**config.mk**
```make
export PLATFORM = sky130hd
export DESIGN_NAME = sa_output_drain_flat
export DESIGN_NICKNAME = d
export VERILOG_FILES = /design/src/rtl/sa_output_drain_pkg.sv /design/src/rtl/sa_output_drain_if.sv /design/src/rtl/sa_output_drain_row_fifo.sv /design/src/rtl/sa_output_drain.sv /design/src/flat_wrapper.sv
export SDC_FILE = /design/constraint.sdc
export NUM_CORES = 1
export LEC_CHECK = 0
export ABC_AREA = 1
export CORE_MARGIN = 3
export CORE_UTILIZATION = 30
export DETAILED_ROUTE_END_ITERATION = 16
export SLEW_MARGIN = 10
export SYNTH_ARGS = -nofsm -noshare
export SYNTH_HDL_FRONTEND = slang
export SYNTH_SLANG_ARGS = --single-unit
```
**constraint.sdc**
```tcl
create_clock -name clock -period 12.5 [get_ports clock]
set_input_delay 2.5 -clock clock [delete_from_list [all_inputs] [get_ports clock]]
set_output_delay 2.5 -clock clock [all_outputs]
set_load 0.05 [all_outputs]
```
**src/rtl/sa_output_drain_pkg.sv**
```systemverilog
// Shared constants, FSM encoding and the requantization helper for the
// systolic-array output drain.
package sa_output_drain_pkg;

    localparam int DIM        = 4;
    localparam int INT_BITS   = 8;
    localparam int FRAC_BITS  = 8;
    localparam int DW         = INT_BITS + FRAC_BITS;
    localparam int ACC_BITS   = 32;
    localparam int FIFO_DEPTH = 4;

    localparam logic [33:0] TILE_BYTES = 34'(DIM * DIM * DW / 8);

    typedef enum logic [2:0] {
        ST_IDLE,
        ST_REQ,
        ST_STREAM,
        ST_FLUSH,
        ST_DONE
    } state_e;

    localparam logic signed [ACC_BITS:0] RQ_HALF = (ACC_BITS + 1)'(2 ** (FRAC_BITS - 1));
    localparam logic signed [ACC_BITS:0] RQ_MAX  = (ACC_BITS + 1)'(2 ** (DW - 1) - 1);
    localparam logic signed [ACC_BITS:0] RQ_MIN  = (ACC_BITS + 1)'(-(2 ** (DW - 1)));

    // One extra bit of headroom so adding the rounding half never wraps.
    function automatic logic [DW-1:0] requant(input logic [ACC_BITS-1:0] acc);
        logic signed [ACC_BITS:0] sum;
        logic signed [ACC_BITS:0] r;
        sum = $signed({acc[ACC_BITS-1], acc}) + RQ_HALF;
        r   = sum >>> FRAC_BITS;
        if (r > RQ_MAX) begin
            r = RQ_MAX;
        end else if (r < RQ_MIN) begin
            r = RQ_MIN;
        end
        return r[DW-1:0];
    endfunction

endpackage

```
**src/rtl/sa_output_drain_if.sv**
```systemverilog
// Handshake bundle between the drain, the core control FSM, the array and
// the vec_out writer.
interface sa_output_drain_if;
    import sa_output_drain_pkg::*;

    logic                    start_valid;
    logic                    start_ready;
    logic [63:0]             start_out_addr;
    logic                    done_valid;
    logic                    done_ready;
    logic [DIM*ACC_BITS-1:0] acc_in;
    logic                    acc_in_valid;
    logic                    acc_in_ready;
    logic                    vec_out_req_valid;
    logic                    vec_out_req_ready;
    logic [33:0]             vec_out_req_len;
    logic [63:0]             vec_out_req_addr_address;
    logic                    vec_out_isFlushed;
    logic                    vec_out_data_valid;
    logic                    vec_out_data_ready;
    logic [DIM*DW-1:0]       vec_out_data;

    modport master (
        input  start_valid, start_out_addr, done_ready, acc_in, acc_in_valid,
               vec_out_req_ready, vec_out_isFlushed, vec_out_data_ready,
        output start_ready, done_valid, acc_in_ready, vec_out_req_valid,
               vec_out_req_len, vec_out_req_addr_address, vec_out_data_valid,
               vec_out_data
    );

    modport slave (
        output start_valid, start_out_addr, done_ready, acc_in, acc_in_valid,
               vec_out_req_ready, vec_out_isFlushed, vec_out_data_ready,
        input  start_ready, done_valid, acc_in_ready, vec_out_req_valid,
               vec_out_req_len, vec_out_req_addr_address, vec_out_data_valid,
               vec_out_data
    );

endinterface

```
**src/rtl/sa_output_drain_row_fifo.sv**
```systemverilog
// Show-ahead row FIFO: dout always presents the oldest entry while not empty.
module sa_row_fifo #(
    parameter int DEPTH = 4,
    parameter int WIDTH = 64
) (
    input  logic                       clock,
    input  logic                       areset,
    input  logic                       push,
    input  logic [WIDTH-1:0]           din,
    input  logic                       pop,
    output logic [WIDTH-1:0]           dout,
    output logic [$clog2(DEPTH+1)-1:0] count,
    output logic                       full,
    output logic                       empty
);
    localparam int PW = $clog2(DEPTH);
    localparam int CW = $clog2(DEPTH + 1);

    logic [WIDTH-1:0] mem_q [DEPTH];
    logic [WIDTH-1:0] mem_d [DEPTH];
    logic [PW-1:0]    wr_ptr_q, wr_ptr_d;
    logic [PW-1:0]    rd_ptr_q, rd_ptr_d;
    logic [CW-1:0]    count_q, count_d;
    logic             do_push;
    logic             do_pop;

    assign full    = (count_q == CW'(DEPTH));
    assign empty   = (count_q == '0);
    assign count   = count_q;
    assign dout    = mem_q[rd_ptr_q];
    assign do_pop  = pop && !empty;
    assign do_push = push && (!full || do_pop);

    always_comb begin
        mem_d    = mem_q;
        wr_ptr_d = wr_ptr_q;
        rd_ptr_d = rd_ptr_q;
        count_d  = count_q;
        if (do_push) begin
            mem_d[wr_ptr_q] = din;
            wr_ptr_d        = wr_ptr_q + PW'(1);
        end
        if (do_pop) begin
            rd_ptr_d = rd_ptr_q + PW'(1);
        end
        case ({do_push, do_pop})
            2'b10:   count_d = count_q + CW'(1);
            2'b01:   count_d = count_q - CW'(1);
            default: count_d = count_q;
        endcase
    end

    always_ff @(posedge clock) begin
        if (areset) begin
            wr_ptr_q <= '0;
            rd_ptr_q <= '0;
            count_q  <= '0;
        end else begin
            wr_ptr_q <= wr_ptr_d;
            rd_ptr_q <= rd_ptr_d;
            count_q  <= count_d;
        end
    end

    // Storage needs no reset; nothing reads it while the FIFO is empty.
    always_ff @(posedge clock) begin
        mem_q <= mem_d;
    end

endmodule

```
**src/rtl/sa_output_drain.sv**
```systemverilog
// Writeback stage: requantizes accumulator rows, buffers them and streams one
// DIM-row tile into a single vec_out write transaction.
//
// state  | meaning
// IDLE   | waiting for start; start_ready high
// REQ    | presenting the write request until accepted
// STREAM | accepting acc rows and draining buffered rows to vec_out
// FLUSH  | all rows sent; waiting for the writer to commit
// DONE   | done_valid high until the core acknowledges
module sa_output_drain
    import sa_output_drain_pkg::*;
(
    input  logic          clock,
    input  logic          areset,
    sa_output_drain_if.master bus
);
    localparam int RCW = $clog2(DIM + 1);
    localparam int FCW = $clog2(FIFO_DEPTH + 1);

    state_e          state_q, state_d;
    logic [RCW-1:0]  rows_in_q, rows_in_d;
    logic [RCW-1:0]  rows_out_q, rows_out_d;
    logic [63:0]     addr_q, addr_d;

    logic [DIM*DW-1:0] row_quant;
    logic [DIM*DW-1:0] fifo_dout;
    logic [FCW-1:0]    fifo_count;
    logic              fifo_full;
    logic              fifo_empty;
    logic              acc_ready;
    logic              data_valid;
    logic              acc_fire;
    logic              data_fire;

    for (genvar i = 0; i < DIM; i++) begin : g_lane
        assign row_quant[i*DW +: DW] = requant(bus.acc_in[i*ACC_BITS +: ACC_BITS]);
    end

    // The FIFO entry doubles as the requant register, so a row accepted at
    // one edge is visible at the output right after it.
    sa_row_fifo #(
        .DEPTH (FIFO_DEPTH),
        .WIDTH (DIM * DW)
    ) u_fifo (
        .clock  (clock),
        .areset (areset),
        .push   (acc_fire),
        .din    (row_quant),
        .pop    (data_fire),
        .dout   (fifo_dout),
        .count  (fifo_count),
        .full   (fifo_full),
        .empty  (fifo_empty)
    );

    assign acc_ready  = (state_q == ST_STREAM) && (rows_in_q < RCW'(DIM))
                        && (fifo_count < FCW'(FIFO_DEPTH)) && !fifo_full;
    assign data_valid = (state_q == ST_STREAM) && !fifo_empty;
    assign acc_fire   = bus.acc_in_valid && acc_ready;
    assign data_fire  = data_valid && bus.vec_out_data_ready;

    assign bus.start_ready              = (state_q == ST_IDLE);
    assign bus.done_valid               = (state_q == ST_DONE);
    assign bus.acc_in_ready             = acc_ready;
    assign bus.vec_out_req_valid        = (state_q == ST_REQ);
    assign bus.vec_out_req_len          = (state_q == ST_REQ) ? TILE_BYTES : '0;
    assign bus.vec_out_req_addr_address = addr_q;
    assign bus.vec_out_data_valid       = data_valid;
    assign bus.vec_out_data             = data_valid ? fifo_dout : '0;

    always_comb begin
        state_d    = state_q;
        rows_in_d  = rows_in_q;
        rows_out_d = rows_out_q;
        addr_d     = addr_q;
        case (state_q)
            ST_IDLE: begin
                if (bus.start_valid) begin
                    addr_d     = bus.start_out_addr;
                    rows_in_d  = '0;
                    rows_out_d = '0;
                    state_d    = ST_REQ;
                end
            end
            ST_REQ: begin
                if (bus.vec_out_req_ready) begin
                    state_d = ST_STREAM;
                end
            end
            ST_STREAM: begin
                if (acc_fire) begin
                    rows_in_d = rows_in_q + RCW'(1);
                end
                if (data_fire) begin
                    rows_out_d = rows_out_q + RCW'(1);
                    if (rows_out_q == RCW'(DIM - 1)) begin
                        state_d = ST_FLUSH;
                    end
                end
            end
            ST_FLUSH: begin
                if (bus.vec_out_isFlushed) begin
                    state_d = ST_DONE;
                end
            end
            ST_DONE: begin
                if (bus.done_ready) begin
                    state_d = ST_IDLE;
                end
            end
            default: state_d = ST_IDLE;
        endcase
    end

    always_ff @(posedge clock) begin
        if (areset) begin
            state_q    <= ST_IDLE;
            rows_in_q  <= '0;
            rows_out_q <= '0;
            addr_q     <= '0;
        end else begin
            state_q    <= state_d;
            rows_in_q  <= rows_in_d;
            rows_out_q <= rows_out_d;
            addr_q     <= addr_d;
        end
    end

endmodule

```
**src/flat_wrapper.sv**
```systemverilog
// flat-port wrapper written by rule: the top's interface ports become plain ports
module sa_output_drain_flat import sa_output_drain_pkg::*;
  (clock, areset, bus_start_valid, bus_start_out_addr, bus_done_ready, bus_acc_in, bus_acc_in_valid, bus_vec_out_req_ready, bus_vec_out_isFlushed, bus_vec_out_data_ready, bus_start_ready, bus_done_valid, bus_acc_in_ready, bus_vec_out_req_valid, bus_vec_out_req_len, bus_vec_out_req_addr_address, bus_vec_out_data_valid, bus_vec_out_data);
  sa_output_drain_if bus_i ();
  input  logic clock;
  input  logic areset;
  input wire logic [$bits(bus_i.start_valid)-1:0] bus_start_valid;
  input wire logic [$bits(bus_i.start_out_addr)-1:0] bus_start_out_addr;
  input wire logic [$bits(bus_i.done_ready)-1:0] bus_done_ready;
  input wire logic [$bits(bus_i.acc_in)-1:0] bus_acc_in;
  input wire logic [$bits(bus_i.acc_in_valid)-1:0] bus_acc_in_valid;
  input wire logic [$bits(bus_i.vec_out_req_ready)-1:0] bus_vec_out_req_ready;
  input wire logic [$bits(bus_i.vec_out_isFlushed)-1:0] bus_vec_out_isFlushed;
  input wire logic [$bits(bus_i.vec_out_data_ready)-1:0] bus_vec_out_data_ready;
  output wire logic [$bits(bus_i.start_ready)-1:0] bus_start_ready;
  output wire logic [$bits(bus_i.done_valid)-1:0] bus_done_valid;
  output wire logic [$bits(bus_i.acc_in_ready)-1:0] bus_acc_in_ready;
  output wire logic [$bits(bus_i.vec_out_req_valid)-1:0] bus_vec_out_req_valid;
  output wire logic [$bits(bus_i.vec_out_req_len)-1:0] bus_vec_out_req_len;
  output wire logic [$bits(bus_i.vec_out_req_addr_address)-1:0] bus_vec_out_req_addr_address;
  output wire logic [$bits(bus_i.vec_out_data_valid)-1:0] bus_vec_out_data_valid;
  output wire logic [$bits(bus_i.vec_out_data)-1:0] bus_vec_out_data;
  assign bus_i.start_valid = bus_start_valid;
  assign bus_i.start_out_addr = bus_start_out_addr;
  assign bus_i.done_ready = bus_done_ready;
  assign bus_i.acc_in = bus_acc_in;
  assign bus_i.acc_in_valid = bus_acc_in_valid;
  assign bus_i.vec_out_req_ready = bus_vec_out_req_ready;
  assign bus_i.vec_out_isFlushed = bus_vec_out_isFlushed;
  assign bus_i.vec_out_data_ready = bus_vec_out_data_ready;
  assign bus_start_ready = bus_i.start_ready;
  assign bus_done_valid = bus_i.done_valid;
  assign bus_acc_in_ready = bus_i.acc_in_ready;
  assign bus_vec_out_req_valid = bus_i.vec_out_req_valid;
  assign bus_vec_out_req_len = bus_i.vec_out_req_len;
  assign bus_vec_out_req_addr_address = bus_i.vec_out_req_addr_address;
  assign bus_vec_out_data_valid = bus_i.vec_out_data_valid;
  assign bus_vec_out_data = bus_i.vec_out_data;
  sa_output_drain u_core (.clock(clock), .areset(areset), .bus(bus_i));
endmodule
```
Word level (Yosys, flattened, before mapping)
Index checks and enable logic that the tools add are counted.
- input bits: 200
- flip-flop bits (word level): 336
- output and inout bits: 167
- word-level logic and storage cells: 100
- $add $sub $neg: 10
- equal/unequal tests: 15
- order comparisons: 13
- multiplexer cells: 29
- reduce and logical (&&, ||, !) cells: 20
- bitwise operators: 2
- operator list (cell ; count):
    256-bit bitwise mux ; 1
    64-bit two-way mux ; 4
    32-bit by 9-bit adder with 33-bit output (second input constant) ; 4
    64-bit binary-select mux with 2-bit select ; 1
    64-bit demux with 2-bit select ; 1
    16-bit two-way mux ; 8
    25-bit by 16-bit greater-than comparator with 1-bit output (second input constant) ; 4
    25-bit by 16-bit < comparator with 1-bit output (second input constant) ; 4
    3-bit two-way mux ; 9
    3-bit case mux with 2 select lines ; 3
    3-bit case mux with 5 select lines ; 1
    2-bit != test (second input constant) ; 7
    3-bit by 1-bit adder with 3-bit output (second input constant) ; 3
    3-bit by 2-bit == test with 1-bit output (second input constant) ; 3
    1-bit logical AND ; 9
    3-bit == test (second input constant) ; 2
    3-bit greater-or-equal comparator (second input constant) ; 2
    3-bit zero test ; 2
    3-bit < comparator (second input constant) ; 2
    6-bit two-way mux ; 1
    2-bit NOT with 3-bit output ; 2
    3-bit AND reduction ; 2
    6-bit AND reduction ; 1
    2-bit by 1-bit adder with 2-bit output (second input constant) ; 2
    9 further kinds ; 11

Longest topological paths before layout
- depth after elaboration: 9
- depth in mapped cells: 15
- mapped depth without buffers: 14

Modules after synthesis
A second synthesis with hierarchy kept.
- cell total of the unflattened synthesis: 1954
- area, all modules: 16893.7 sq um
- modules (own cells, without submodules) (module ; instances ; seq. area each (sq um) ; area an instance (sq um) ; cells each):
    sa_row_fifo ; 1 ; 7827.5 ; 9930.8 ; 689
    sa_output_drain ; 1 ; 1461.4 ; 6962.9 ; 1265

Least setup slack after synthesis
OpenSTA, ideal clock, no wires.
- kind: input port to flip-flop
- start point: input bus_acc_in_valid
- end point: register u_core.u_fifo.mem_q[0] (netlist bit) (enable)
- required time: 12.013 ns
- library setup time: 0.487 ns
- stages: 2
- buffers on the path: 0
- setup slack: 6.582 ns
- arrival: 5.431 ns
- cell sequence: nand2_1 -> nor2_1
- cells in the longest elaborated chain, start to end: 2
- ends and longest elaborated chain (element ; RTL line ; text):
    start: declaration ; flat_wrapper.sv:11 ; input wire logic [$bits(bus_i.acc_in_valid)-1:0] bus_acc_in_valid;
    1-bit logical AND ; sa_output_drain.sv:59 ; assign acc_fire = bus.acc_in_valid && acc_ready;
    1-bit logical AND ; sa_output_drain_row_fifo.sv:32 ; assign do_push = push && (!full || do_pop);
    end signal: assignment ; sa_output_drain_row_fifo.sv:67 ; mem_q <= mem_d;
    end: declaration ; sa_output_drain_row_fifo.sv:19 ; logic [WIDTH-1:0] mem_q [DEPTH];
No other way between the ends.
A chain may end at the register's enable or synchronous reset.

Worst setup path after layout
- start point: register u_core.u_fifo.rd_ptr_q[0]
- end point: output bus_vec_out_data[52]
- cells in the longest elaborated chain, start to end: 5
- ends and longest elaborated chain (element ; RTL line ; text):
    start: declaration ; sa_output_drain_row_fifo.sv:22 ; logic [PW-1:0] rd_ptr_q, rd_ptr_d;
    start signal: assignment ; sa_output_drain_row_fifo.sv:60 ; rd_ptr_q <= rd_ptr_d;
    2-bit NOT with 3-bit output (not written as such) ; sa_output_drain_row_fifo.sv:30 ; assign dout = mem_q[rd_ptr_q];
    64-bit binary-select mux with 2-bit select ; sa_output_drain_row_fifo.sv:30 ;
    64-bit two-way mux (not written as such) (2 in series) ; sa_output_drain_row_fifo.sv:30 ;
    64-bit two-way mux ; sa_output_drain.sv:69 ; assign bus.vec_out_data = data_valid ? fifo_dout : '0;
    end: declaration ; flat_wrapper.sv:22 ; output wire logic [$bits(bus_i.vec_out_data)-1:0] bus_vec_out_data;
No other way between the ends. The select of a mux whose other input is x is not followed.

==> results.md <==
* Outcome: complete, no violations
* Final TNS setup at 0 ns
* Worst Setup Start Kind: register
* DR pass1 iterations at 5
* Number of synthesized flops with an enable pin at 256
* Placed inst area at 20,200 µm²
* Worst min-delay path class: reg2reg
* Worst-Margin Slew at 1.04 ns
* Top_reg_cell synth: edfxtp_1
* Post-synthesis sequential area ratio at 0.560
* Die area at 58,100 µm²
* Hold Fails Final Rpt at 0
* Worst-path cell chain: clkinv_2 -> buf_4 -> o21ai_0 -> a21oi_1 -> clkdlybuf4s50_1
* Final worst path period need at 6.56 ns
* Initial DRC Count at 567
* Top Ports at 367
* Core box area at 54,200 µm²
* Post-cts sizing count at 0
* Clk sinks at 336
* First-pass GRT wire length at 70.2 mm
* Post-synth ARST share at 0
* Yosys reg bits at 336
* Cell total after placement at 2,860
* Power Density at 153 nW/µm²
* DRC viols at 0
* Routed Wire Length at 46.0 mm
* Sequential cell area at 9290 µm²
* Clock Skew at 0.0182 ns
* Peak VDD IR at 0.0000901 V
* Combinational power share at 0.254
* Initial antenna violation count at 4
* Critical Path Max Stage Delay at 0.85 ns
* Tcrit/Tclk final at 0.525
* Via count at 13,500
* Mapped cell area at 16,600 µm²
* Gpl congestion at 0.891
* Inserted Clock Buffers at 39
* P_int at 2.21 mW
* Non-filler cells in the finished layout at 2,932
* P_sw at 1.07 mW
* Worst Path Class, Setup: reg2out
* Layout Nets at 2,418
* Fin. max-slew vios at 0
* Vias in the first global route at 13,000
* Synth Warn # at 0
* P_leak at 7.98 nW
* Total setup buffers inserted after CTS at 0
* CP endpoint kind: output port
* Syn Inst Count at 1,927
* Detail Placement HPWL at 30.8 mm
* CP required at 10.00 ns
* Wire length per cell at 15.7 µm
* Switching share of power at 0.327
* CTS H-tree depth at 2
* Arrival time worst endpoint at 4.06 ns
* Max Cap Viol at 0
* Crit Path Max Fanout at 70
* Core Rows at 85
* Multi-input logic area at 6510 µm²
* Setup Viol. Count Final at 0
* Reg2reg setup slack at 9.63 ns
* FILL cells at 5,328
* Clk_lat worst skew at 0.55 ns
* Sequential Power Share at 0.413
* DIE HEIGHT at 241 µm
* GRT Util Overall at 0.153
* Slowest-stage cell, CP: clkinv_2
* Layout area overhead at 29.1%
* Cts hold-fix bufs at 0
* Clock network power share at 0.333
* Share of cells above drive strength 1 at 0.0528
* Root Buffer: clkbuf_16
* Die X at 241 µm
* CTS tree: done
* Vias/cell at 4.62
* Post-synthesis cell type count at 40
* Slew headroom at 0.304
* RSZ-0062 raised after global routing: no
* Final Instance Area at 21,400 µm²
* Initial Util at 0.306
* Number of nets with antenna violations after routing at 0
* Mean Syn Cell Area at 8.61 µm²
* PortBufs at 305
* Worst-path clk slew at 0.06 ns
* Largest net degree at the start of global routing at 71
* Max clock buf depth at 3
* Fmax at 152 MHz
* Overflow after GRT at 0
==> logic make-up after synthesis <==
kind of cell / share of synthesized area
adder cells (fa/ha/maj): 0.0103
AND/OR/NAND/NOR: 0.249
AO/OA/AOI/OAI: 0.0903
buffers and inverters: 0.0577
flip-flops: 0.560
XOR/XNOR: 0.0327
other: 0.000226
==> per-stage QoR <==
step                      hold slack (ns)  setup WS [ns]  power, mW  utilization
final                               0.465           5.94       3.28        0.395
after global routing                0.496           5.58       3.44        0.395
after CTS                           0.465           5.80       3.32        0.395
after detailed placement            0.457           6.43       2.22        0.372
after global placement              0.447           6.48       2.21        0.372
after floorplan                     0.433           6.58       1.92            -
==> registers in the layout, summed over array words and instances (netlist names) <==
signal,flops
u_core.state_q,3
u_core.rows_out_q,3
u_core.bus.vec_out_req_addr_address,64
u_core.u_fifo.count,3
u_core.u_fifo.mem_q,256
u_core.u_fifo.rd_ptr_q,2
u_core.u_fifo.wr_ptr_q,2
u_core.rows_in_q,3
==> worst paths after layout <==
path / startpoint / to / cells after the start
worst min register to register: u_core.rows_out_q[2] / u_core.rows_out_q[2] / 2
worst min-delay path: u_core.rows_out_q[2] / u_core.rows_out_q[2] / 2
worst max-delay path: u_core.u_fifo.rd_ptr_q[0] / bus_vec_out_data[52] / 5
worst max register to register: u_core.state_q[0] / u_core.u_fifo.mem_q[184] / 6
==> layer usage <==
layer | global-route usage | part of all wire | vias to the layer above
met3 | 0.0365 | 0.065 | 62
met4 | 0.0433 | 0.019 | 6
met2 | 0.270 | 0.49 | 342
li1 | - | - | 6828
met1 | 0.185 | 0.43 | 6311
met5 | 0 | 0.00093 | -
==> synthesized netlist by cell type (12+ instances only) <==
library cell / number / area share
a21oi_1: 80 / 0.024
buf_4: 37 / 0.017
clkbuf_1: 57 / 0.013
dfxtp_1: 80 / 0.097
edfxtp_1: 256 / 0.46
ha_1: 12 / 0.0091
inv_1: 91 / 0.021
nand2_1: 370 / 0.084
nand3_1: 33 / 0.010
nand3b_1: 17 / 0.0077
nand4_1: 12 / 0.0045
nor2_1: 534 / 0.12
o21ai_0: 205 / 0.062
xnor2_1: 23 / 0.012
xor2_1: 37 / 0.020
==> power groups by stage <==
stage | sequential, mW | clock (mW) | combinational [mW]
after global routing | 1.37 | 1.17 | 0.906
final | 1.36 | 1.09 | 0.835
after detailed placement | 1.38 | 0 | 0.841
after CTS | 1.36 | 1.13 | 0.844
after floorplan | 1.56 | 0 | 0.358
after global placement | 1.37 | 0 | 0.835
==> final cells by class <==
class                      count  share of cell area
antenna                        1            0.000117
clock buffer                  53              0.0497
clock inverter                18             0.00766
inverter                      95              0.0168
multi-input combinational   1416               0.304
sequential                   336               0.434
tap                          696              0.0407
timing repair buffer         317               0.147
==> critical path, delay by kind of cell (launching register included) <==
family | cells | cell delay, ns
buf+inv | 3 | 2.22
compound gates | 2 | 0.40
flops | 1 | 0.82
==> cell usage in the layout, fill, tap and decap left out, types with 3 or more instances in the layout <==
master and instances:
inv_1 89, dfxtp_1 78, clkinv_2 7, clkdlybuf4s50_1 305, nand3_1 32, conb_1 33, ha_1 12, o21a_1 3
nor2_4 12, nor3_1 7, inv_2 3, clkbuf_1 11, clkinv_1 5, nand2_2 9, buf_4 12, edfxtp_1 256
nor2_1 529, xnor2_1 23, a21oi_1 80, o21ai_0 205, clkbuf_16 40, and2_1 4, nand2_1 370, nand4_1 12
xor2_1 37, nor2_2 11, nand3_2 3, nand3b_1 17
Note: power is estimated with default switching activity, not from simulation.
